File: config.mk
export PLATFORM = sky130hd
export DESIGN_NAME = port_input_buffer
export DESIGN_NICKNAME = d
export VERILOG_FILES = /design/src/rtl/router_pkg.sv /design/src/rtl/sync_fifo.sv /design/src/rtl/port_input_buffer.sv
export SDC_FILE = /design/constraint.sdc
export NUM_CORES = 1
export LEC_CHECK = 0
export ABC_AREA = 1
export CORE_ASPECT_RATIO = 1.25
export CORE_MARGIN = 3
export CORE_UTILIZATION = 62
export CTS_CLUSTER_SIZE = 20
export DETAILED_ROUTE_END_ITERATION = 10
export GPL_TIMING_DRIVEN = 0
export PLACE_DENSITY = 0.94
export SLEW_MARGIN = 20
export SYNTH_ARGS = -nofsm -noshare
export SYNTH_HDL_FRONTEND = slang
export SYNTH_SLANG_ARGS = --single-unit
File: constraint.sdc
create_clock -name clk -period 8.7 [get_ports clk]
set_input_delay 1.74 -clock clk [delete_from_list [all_inputs] [get_ports clk]]
set_output_delay 1.74 -clock clk [all_outputs]
set_load 0.01 [all_outputs]
File: src/rtl/router_pkg.sv
`default_nettype none
// ============================================================================
// Module  : router_pkg
// Purpose : Shared router definitions. These are the flit_id encodings, the
//           length field width, the flit_id field width and the input-buffer
//           framer state type.
// Ports   : none (package)
// Revision: 1.0 - initial release
// ============================================================================
package router_pkg;

  localparam int FLIT_ID_W = 3;
  localparam int LEN_W     = 12;

  localparam logic [FLIT_ID_W-1:0] FLIT_HEADER = 3'b001;
  localparam logic [FLIT_ID_W-1:0] FLIT_BODY   = 3'b010;
  localparam logic [FLIT_ID_W-1:0] FLIT_TAIL   = 3'b100;

  // Framer state: IDLE means no packet is open. PKT means a header has
  // been forwarded and its tail has not been seen yet.
  typedef enum logic [0:0] {
    IDLE = 1'b0,
    PKT  = 1'b1
  } pib_state_t;

endpackage
`default_nettype wire

File: src/rtl/sync_fifo.sv
`default_nettype none
// ============================================================================
// Module  : sync_fifo
// Purpose : Single-clock circular-buffer FIFO with a combinational head.
//           A written entry becomes visible at the head one cycle later.
// Ports   : clk, rst             - clock, synchronous active-high reset
//           push, push_data      - write request and data (ignored when full)
//           pop                  - read request (ignored when empty)
//           head                 - entry at rd_ptr
//           full, empty, count   - occupancy status
// Revision: 1.0 - initial release
// ============================================================================
module sync_fifo #(
  parameter int DATA_W = 32,
  parameter int DEPTH  = 8,
  parameter int AW     = $clog2(DEPTH)
) (
  input  logic              clk,
  input  logic              rst,
  input  logic              push,
  input  logic [DATA_W-1:0] push_data,
  input  logic              pop,
  output logic [DATA_W-1:0] head,
  output logic              full,
  output logic              empty,
  output logic [AW:0]       count
);

  localparam logic [AW:0] FULL_CNT = (AW+1)'(DEPTH);

  logic [DATA_W-1:0] mem [DEPTH];
  logic [AW-1:0]     wr_ptr;
  logic [AW-1:0]     rd_ptr;
  logic              wr_en;
  logic              rd_en;

  assign full  = (count == FULL_CNT);
  assign empty = (count == '0);

  // A push into a full buffer is rejected even if a pop happens in the
  // same cycle. Acceptance depends only on the registered occupancy.
  assign wr_en = push && !full;
  assign rd_en = pop && !empty;
  assign head  = mem[rd_ptr];

  always_ff @(posedge clk) begin
    if (wr_en) begin
      mem[wr_ptr] <= push_data;
    end
  end

  always_ff @(posedge clk) begin
    if (rst) begin
      wr_ptr <= '0;
      rd_ptr <= '0;
      count  <= '0;
    end else begin
      if (wr_en) begin
        wr_ptr <= wr_ptr + 1'b1;
      end
      if (rd_en) begin
        rd_ptr <= rd_ptr + 1'b1;
      end
      if (wr_en && !rd_en) begin
        count <= count + 1'b1;
      end else if (rd_en && !wr_en) begin
        count <= count - 1'b1;
      end
    end
  end

endmodule
`default_nettype wire

File: src/rtl/port_input_buffer.sv
`default_nettype none
// ============================================================================
// Module  : port_input_buffer
// Purpose : Per-port input FIFO and packet framer ahead of the router arbiter.
//           It requests the arbiter for the whole of a packet and forwards one
//           flit per granted cycle. It discards malformed head flits.
// Ports   : clk, rst             - clock, synchronous active-high reset
//           in_valid, in_data    - upstream flit
//           in_ready             - buffer not full
//           grant                - arbiter grant for this port
//           req                  - request to arbiter
//           flit_id, length      - head flit type / length (0 when empty)
//           out_valid, out_data  - flit forwarded to the crossbar
//           drop                 - one-cycle pulse per discarded flit
//           drop_cnt             - saturating drop counter (only when
//                                  PORT_INPUT_BUFFER_DROP_CNT_EN is defined)
// Revision: 1.0 - initial release
// ============================================================================
module port_input_buffer
  import router_pkg::*;
#(
  parameter int DATA_W = 32,
  parameter int DEPTH  = 8,
  parameter int AW     = $clog2(DEPTH)
) (
  input  logic                 clk,
  input  logic                 rst,
  input  logic                 in_valid,
  input  logic [DATA_W-1:0]    in_data,
  output logic                 in_ready,
  input  logic                 grant,
  output logic                 req,
  output logic [FLIT_ID_W-1:0] flit_id,
  output logic [LEN_W-1:0]     length,
  output logic                 out_valid,
  output logic [DATA_W-1:0]    out_data,
  output logic                 drop
`ifdef PORT_INPUT_BUFFER_DROP_CNT_EN
  ,
  output logic [15:0]          drop_cnt
`endif
);

  localparam int ID_LSB = DATA_W - FLIT_ID_W;

  logic [DATA_W-1:0]    head;
  logic                 full;
  logic                 empty;
  logic [AW:0]          count;
  logic                 pop;
  logic [FLIT_ID_W-1:0] head_id;
  pib_state_t           state;
  pib_state_t           state_nxt;

  sync_fifo #(
    .DATA_W (DATA_W),
    .DEPTH  (DEPTH),
    .AW     (AW)
  ) u_fifo (
    .clk       (clk),
    .rst       (rst),
    .push      (in_valid),
    .push_data (in_data),
    .pop       (pop),
    .head      (head),
    .full      (full),
    .empty     (empty),
    .count     (count)
  );

  assign in_ready = !full;
  assign head_id  = head[DATA_W-1:ID_LSB];
  assign flit_id  = empty ? '0 : head_id;
  assign length   = empty ? '0 : head[LEN_W-1:0];
  // Gate forwarded data so the crossbar sees zero when nothing is forwarded.
  // This also covers reset, because the storage array is never cleared.
  assign out_data = out_valid ? head : '0;

  always_ff @(posedge clk) begin
    if (rst) begin
      state <= IDLE;
    end else begin
      state <= state_nxt;
    end
  end

  always_comb begin
    state_nxt = state;
    req       = 1'b0;
    pop       = 1'b0;
    out_valid = 1'b0;
    drop      = 1'b0;
    unique case (state)
      IDLE: begin
        if (!empty) begin
          if (head_id == FLIT_HEADER) begin
            req = 1'b1;
            if (grant) begin
              pop       = 1'b1;
              out_valid = 1'b1;
              state_nxt = PKT;
            end
          end else begin
            // A packet cannot start with anything but a header. The flit
            // is discarded without waiting for a grant.
            pop  = 1'b1;
            drop = 1'b1;
          end
        end
      end
      PKT: begin
        // When the buffer is empty mid-packet, req drops and the state holds.
        // The arbiter's timer covers the gap.
        if (!empty) begin
          req = 1'b1;
          if (grant) begin
            pop = 1'b1;
            case (head_id)
              FLIT_TAIL: begin
                out_valid = 1'b1;
                state_nxt = IDLE;
              end
              FLIT_BODY: begin
                out_valid = 1'b1;
              end
              FLIT_HEADER: begin
                // The previous tail was lost. Forward the new header and
                // keep the packet open.
                out_valid = 1'b1;
                drop      = 1'b1;
              end
              default: begin
                drop = 1'b1;
              end
            endcase
          end
        end
      end
      default: state_nxt = IDLE;
    endcase
  end

`ifdef PORT_INPUT_BUFFER_DROP_CNT_EN
  always_ff @(posedge clk) begin
    if (rst) begin
      drop_cnt <= '0;
    end else if (drop && (drop_cnt != 16'hFFFF)) begin
      drop_cnt <= drop_cnt + 16'd1;
    end
  end
`endif

endmodule
`default_nettype wire

==> After elaboration in Yosys (flattened, before gate mapping) <==
Memories as Yosys holds them, arrays and structs flattened. A register that Yosys moved wholly into a read port is not among the register bits.
Cells that the tools add are included.
{ "word_totals": {"elab_cells": 60, "regBits": 11, "input_bits": 36, "ramBits": 256, "out_inout_bits": 51, "mem_count": 1} }
{ "op_classes": {"n_reduce_logical": 12, "muxes": 34, "add_sub_neg": 4, "eq_ne": 4, "bitwise": 1} }
{ "memory_table": {"columns": ["name", "depth", "width", "read_ports", "rd_clocked_by_memory_dff", "write_ports", "line", "rtl"], "rows": [
  ["u_fifo.mem", 8, 32, 1, 1, 1, "sync_fifo.sv:31", "logic [DATA_W-1:0] mem [DEPTH];"]
]} }
{ "ops": {"columns": ["operator", "count"], "rows": [
  ["$mux W32", 1],
  ["$mux W1", 22],
  ["$mux W12", 1],
  ["$pmux W1 S2", 5],
  ["$mux W3", 3],
  ["$mux W4", 2],
  ["$add A3 B1 Y3 const B", 2],
  ["$add A4 B1 Y4 const B", 1],
  ["$eq A4 B4 Y1 const B", 1],
  ["$logic_and A1 B1 Y1", 4],
  ["$logic_not A1 Y1", 4],
  ["$logic_not A4 Y1", 1],
  ["$sub A4 B1 Y4 const B", 1],
  ["$eq A3 B1 Y1 const B", 1],
  ["$eq A3 B2 Y1 const B", 1],
  ["$eq A3 B3 Y1 const B", 1],
  ["$reduce_or A3 Y1", 1],
  ["$reduce_bool A2 Y1", 1],
  ["$reduce_or A2 Y1", 1],
  ["$not A1 Y1", 1]
]} }

==> Depth between registers and ports, before layout <==
{ "logic_depth": {"depth_word": 8, "ltp_mapped": 22} }

==> By module <==
A second synthesis with hierarchy kept.
{ "unflattened": {"cells_unflattened": 993, "hier_area_um2": 11372.2} }
{ "by_module_without_submodules": {"columns": ["mod", "area_each_um2", "n_inst", "cells_per_inst"], "rows": [
  ["sync_fifo", 10701.5, 1, 880],
  ["port_input_buffer", 670.6, 1, 113]
]} }

==> Worst setup path after synthesis <==
No wires, ideal clock.
{ "synth_path": {"path_type": "input to output", "startpoint": "in grant", "endpoint": "out out_data[21]", "n_path_buf": 1, "stages": 7, "path_slack_ns": 4.539, "arrival_time_ns": 2.421, "path_cell_list": "inv_1 nor2_1 nand2_1 nand2_1 nand2_4 buf_6 nor2_2"} }
{ "synth_between": {"elab_chain_cells": 5, "elab_cells_between_ends": 7, "cone_classes": "mux (7)"} }
{ "synth_lines": {"columns": ["item", "line", "rtl"], "rows": [
  ["from (decl)", "port_input_buffer.sv:31", "input logic grant,"],
  ["$mux W1", "port_input_buffer.sv:98", "if (grant) begin"],
  ["$mux W1", "port_input_buffer.sv:96", "if (head_id == FLIT_HEADER) begin"],
  ["$mux W1", "port_input_buffer.sv:95", "if (!empty) begin"],
  ["$pmux W1 S2 (*)", "port_input_buffer.sv:93", "unique case (state)"],
  ["$mux W32 (*)", "port_input_buffer.sv:77", "assign out_data = out_valid ? head : '0;"],
  ["to (decl)", "port_input_buffer.sv:36", "output logic [DATA_W-1:0] out_data,"]
]} }
Every way passes the cells marked *; elsewhere a longest branch is shown, timed or not.

==> Worst setup path in the final report <==
{ "layout_path": {"startpoint": "in grant", "endpoint": "out out_data[28]"} }
Same word-level chain as after synthesis.

==> flow_summary.toml <==
[routing]
route.detailed.drc = 0
antenna_left = 0
wire_per_inst_um = 24.2
firstDrtPassIters = 6
vias = 8107
drtIter0Drc = 1453
wl_um = 29800
viasPerCell = 6.57

[die]
ios = 87
die_w_um = 125
dieHeight_um = 155
die-area_sq_mm = 0.0193
rows = 53
core_area_sq_mm = 0.0170
start_util = 0.642

[pwr]
power_mw = 3.90
leakage_nw = 4.45
p_per_area_mw_per_mm2 = 300
vdd_drop_max_uv = 224

[timing]
relSlewSlack = 0.462
totalNegativeSetupSlack_ps = 0
tightest_slew_ps = 805
finalHoldViolations = 0
rsz0062_at_grt = "false"
setup_viol = 0
timing.fmax_mhz = 186
slew_viol_final = 0
finalCriticalPeriod_ps = 5380
setup_ws_ps = 3320
clock_skew_ps = 15.3
fin_crit_sh = 0.619

[logic_synthesis]
synth_nets = 924
synthTopCellsByArea = "edfxtp_1 (70%), o21ai_0 (6.9%), nor2_1 (5.8%)"
synthCells = 882
synth_top_cell_area_share = 0.702
ys_seq_elements = 270
synth_cell_types = 30
syn-mean-instance-area_sq_um = 12.4
synth_top_area_cell = "edfxtp_1"
yosys_warnings = 0
netlist_area_sq_mm = 0.0109
ys_seq_area_frac = 0.728

[setup_path]
cp_max_fo = 10
start_kind = "primary input"
cpPeakStageDelay_ps = 560
crit_type = "in2out"
endpoint_kind = "output pin"
crit_slowest_cell = "clkdlybuf4s50_1"
crit_family = "buffers and inverters"
required_ps = 6960
cp_num_buf_inv = 4
crit_chain = "clkdlybuf4s50_1, inv_1, nor2_1, nand2_1, nand2_1, nand2_4, buf_6, nor2_2, clkdlybuf4s50_1"
crit_arrival_ps = 3640

[finish]
final_common_cell = "edfxtp_1"
most-common-layout-cells = "edfxtp_1 (256), nor2_1 (162), o21ai_0 (151)"
n_antenna_cell = 0
final_area_sq_mm = 0.0130
drive_above_1_share = 0.106
final_core_util = 0.762
nets = 1043
areaGrowthSynthToFinish_pct = 18.7

[clock_tree]
cts_max_path_buffers = 3
cts_buffers = 23
cts-htree-levels = 1
cts_sinks = 270
cts_setup_buffers = 0
cts_root_buf = "clkbuf_16"
cts_hold_buf = 0
clk_pin_slew_ps = 60
clkLatencyLatePin_ps = 540
post_cts_resize_count = 0
cts_tree = "built"

[run_status]
status = "finished, final reports clean"

[placed_design]
gp_congestion = 0.814
io_buffers = 86
place_hpwl_um = 17900
dpl_cell_area_sq_mm = 0.0123
pre_cts_slack_ps = 3380

[worst_hold_path]
hold_class = "reg2reg"

[run]
drv_cap = 0

[global_route]
grt_first_pass_wirelength_um = 44800
grt_start_max_net_pins = 24
grt_antenna_before_repair = 0
grt_usage = 0.302
overflow = 0
grt_pass1_vias = 8101
==> tightest hold or removal path: stages (launching register included) <==
cell     delay [ps]
dfxtp_1         330
nand2_1          60
a21oi_1          60
==> area by class of cell <==
type / instances / area [sq um]
fill: 864 / 4050
sequential: 270 / 7970
timing repair buffer: 94 / 1050
tap: 220 / 275
clock inverter: 10 / 62.6
buffer: 52 / 251
multi-input combinational: 510 / 2600
clock buffer: 28 / 594
inverter: 50 / 188
==> report_power, final <==
part	internal [mW]	leakage [nW]	total (mW)	switching, mW
clock network	0.488	0.323	0.942	0.454
registers	1.51	2.44	1.54	0.0356
logic	0.465	1.69	1.41	0.948
==> flip-flops by register name, summed over array words and instances (netlist names), named ones only <==
signal and count:
u_fifo.wr_ptr 3, state 1, u_fifo.count 4, u_fifo.rd_ptr 3, u_fifo.mem 256
==> metrics by stage <==
step                cells  hold WS (ps)
detailed placement   1196           488
global route         1234           533
global placement     1188           474
finish               1234           500
CTS                  1234           497
floorplan             882           456
==> Yosys cell counts <==
master,instances
a21oi_1,10
buf_1,2
buf_2,15
buf_4,2
buf_6,4
clkbuf_1,29
clkinv_1,1
dfxtp_1,14
edfxtp_1,256
fa_1,1
ha_1,5
inv_1,43
inv_2,6
nand2_1,51
nand2_2,3
nand2_4,1
nand3_1,21
nand3_2,2
nand3b_1,1
nand4_1,1
nor2_1,170
nor2_2,29
nor3_1,1
nor3_4,1
o21ai_0,151
o21ai_1,17
o221ai_1,29
o22ai_1,12
or2_1,1
xor2_1,3
==> cells by family (layout without fill, tap and decap cells) <==
kind of cell,count (synthesis),after routing,synth area share
AO/OA/AOI/OAI,219,219,0.111
adder cells (fa/ha/maj),6,6,0.00755
AND/OR/NAND/NOR,282,282,0.110
buffers and inverters,102,234,0.0401
XOR/XNOR,3,3,0.00240
flip-flops,270,270,0.728
==> final timing paths <==
check,from,end,slack [ps],depth (start not counted)
setup / recovery,grant,out_data[28],3320,9
hold / removal,u_fifo.wr_ptr[0],u_fifo.wr_ptr[0],500,2
setup reg to reg,u_fifo.count[1],u_fifo.count[3],5600,19
hold reg to reg,u_fifo.wr_ptr[0],u_fifo.wr_ptr[0],500,2
==> routing by layer <==
layer | wire [um] | global-route usage | vias to the layer above
met1 | 9770 | 0.368 | 3826
met2 | 15100 | 0.519 | 731
met5 | 0 | 0 | -
met4 | 1460 | 0.158 | 0
li1 | - | - | 3391
met3 | 3480 | 0.0560 | 159
Note: power is estimated with default switching activity, not from simulation.
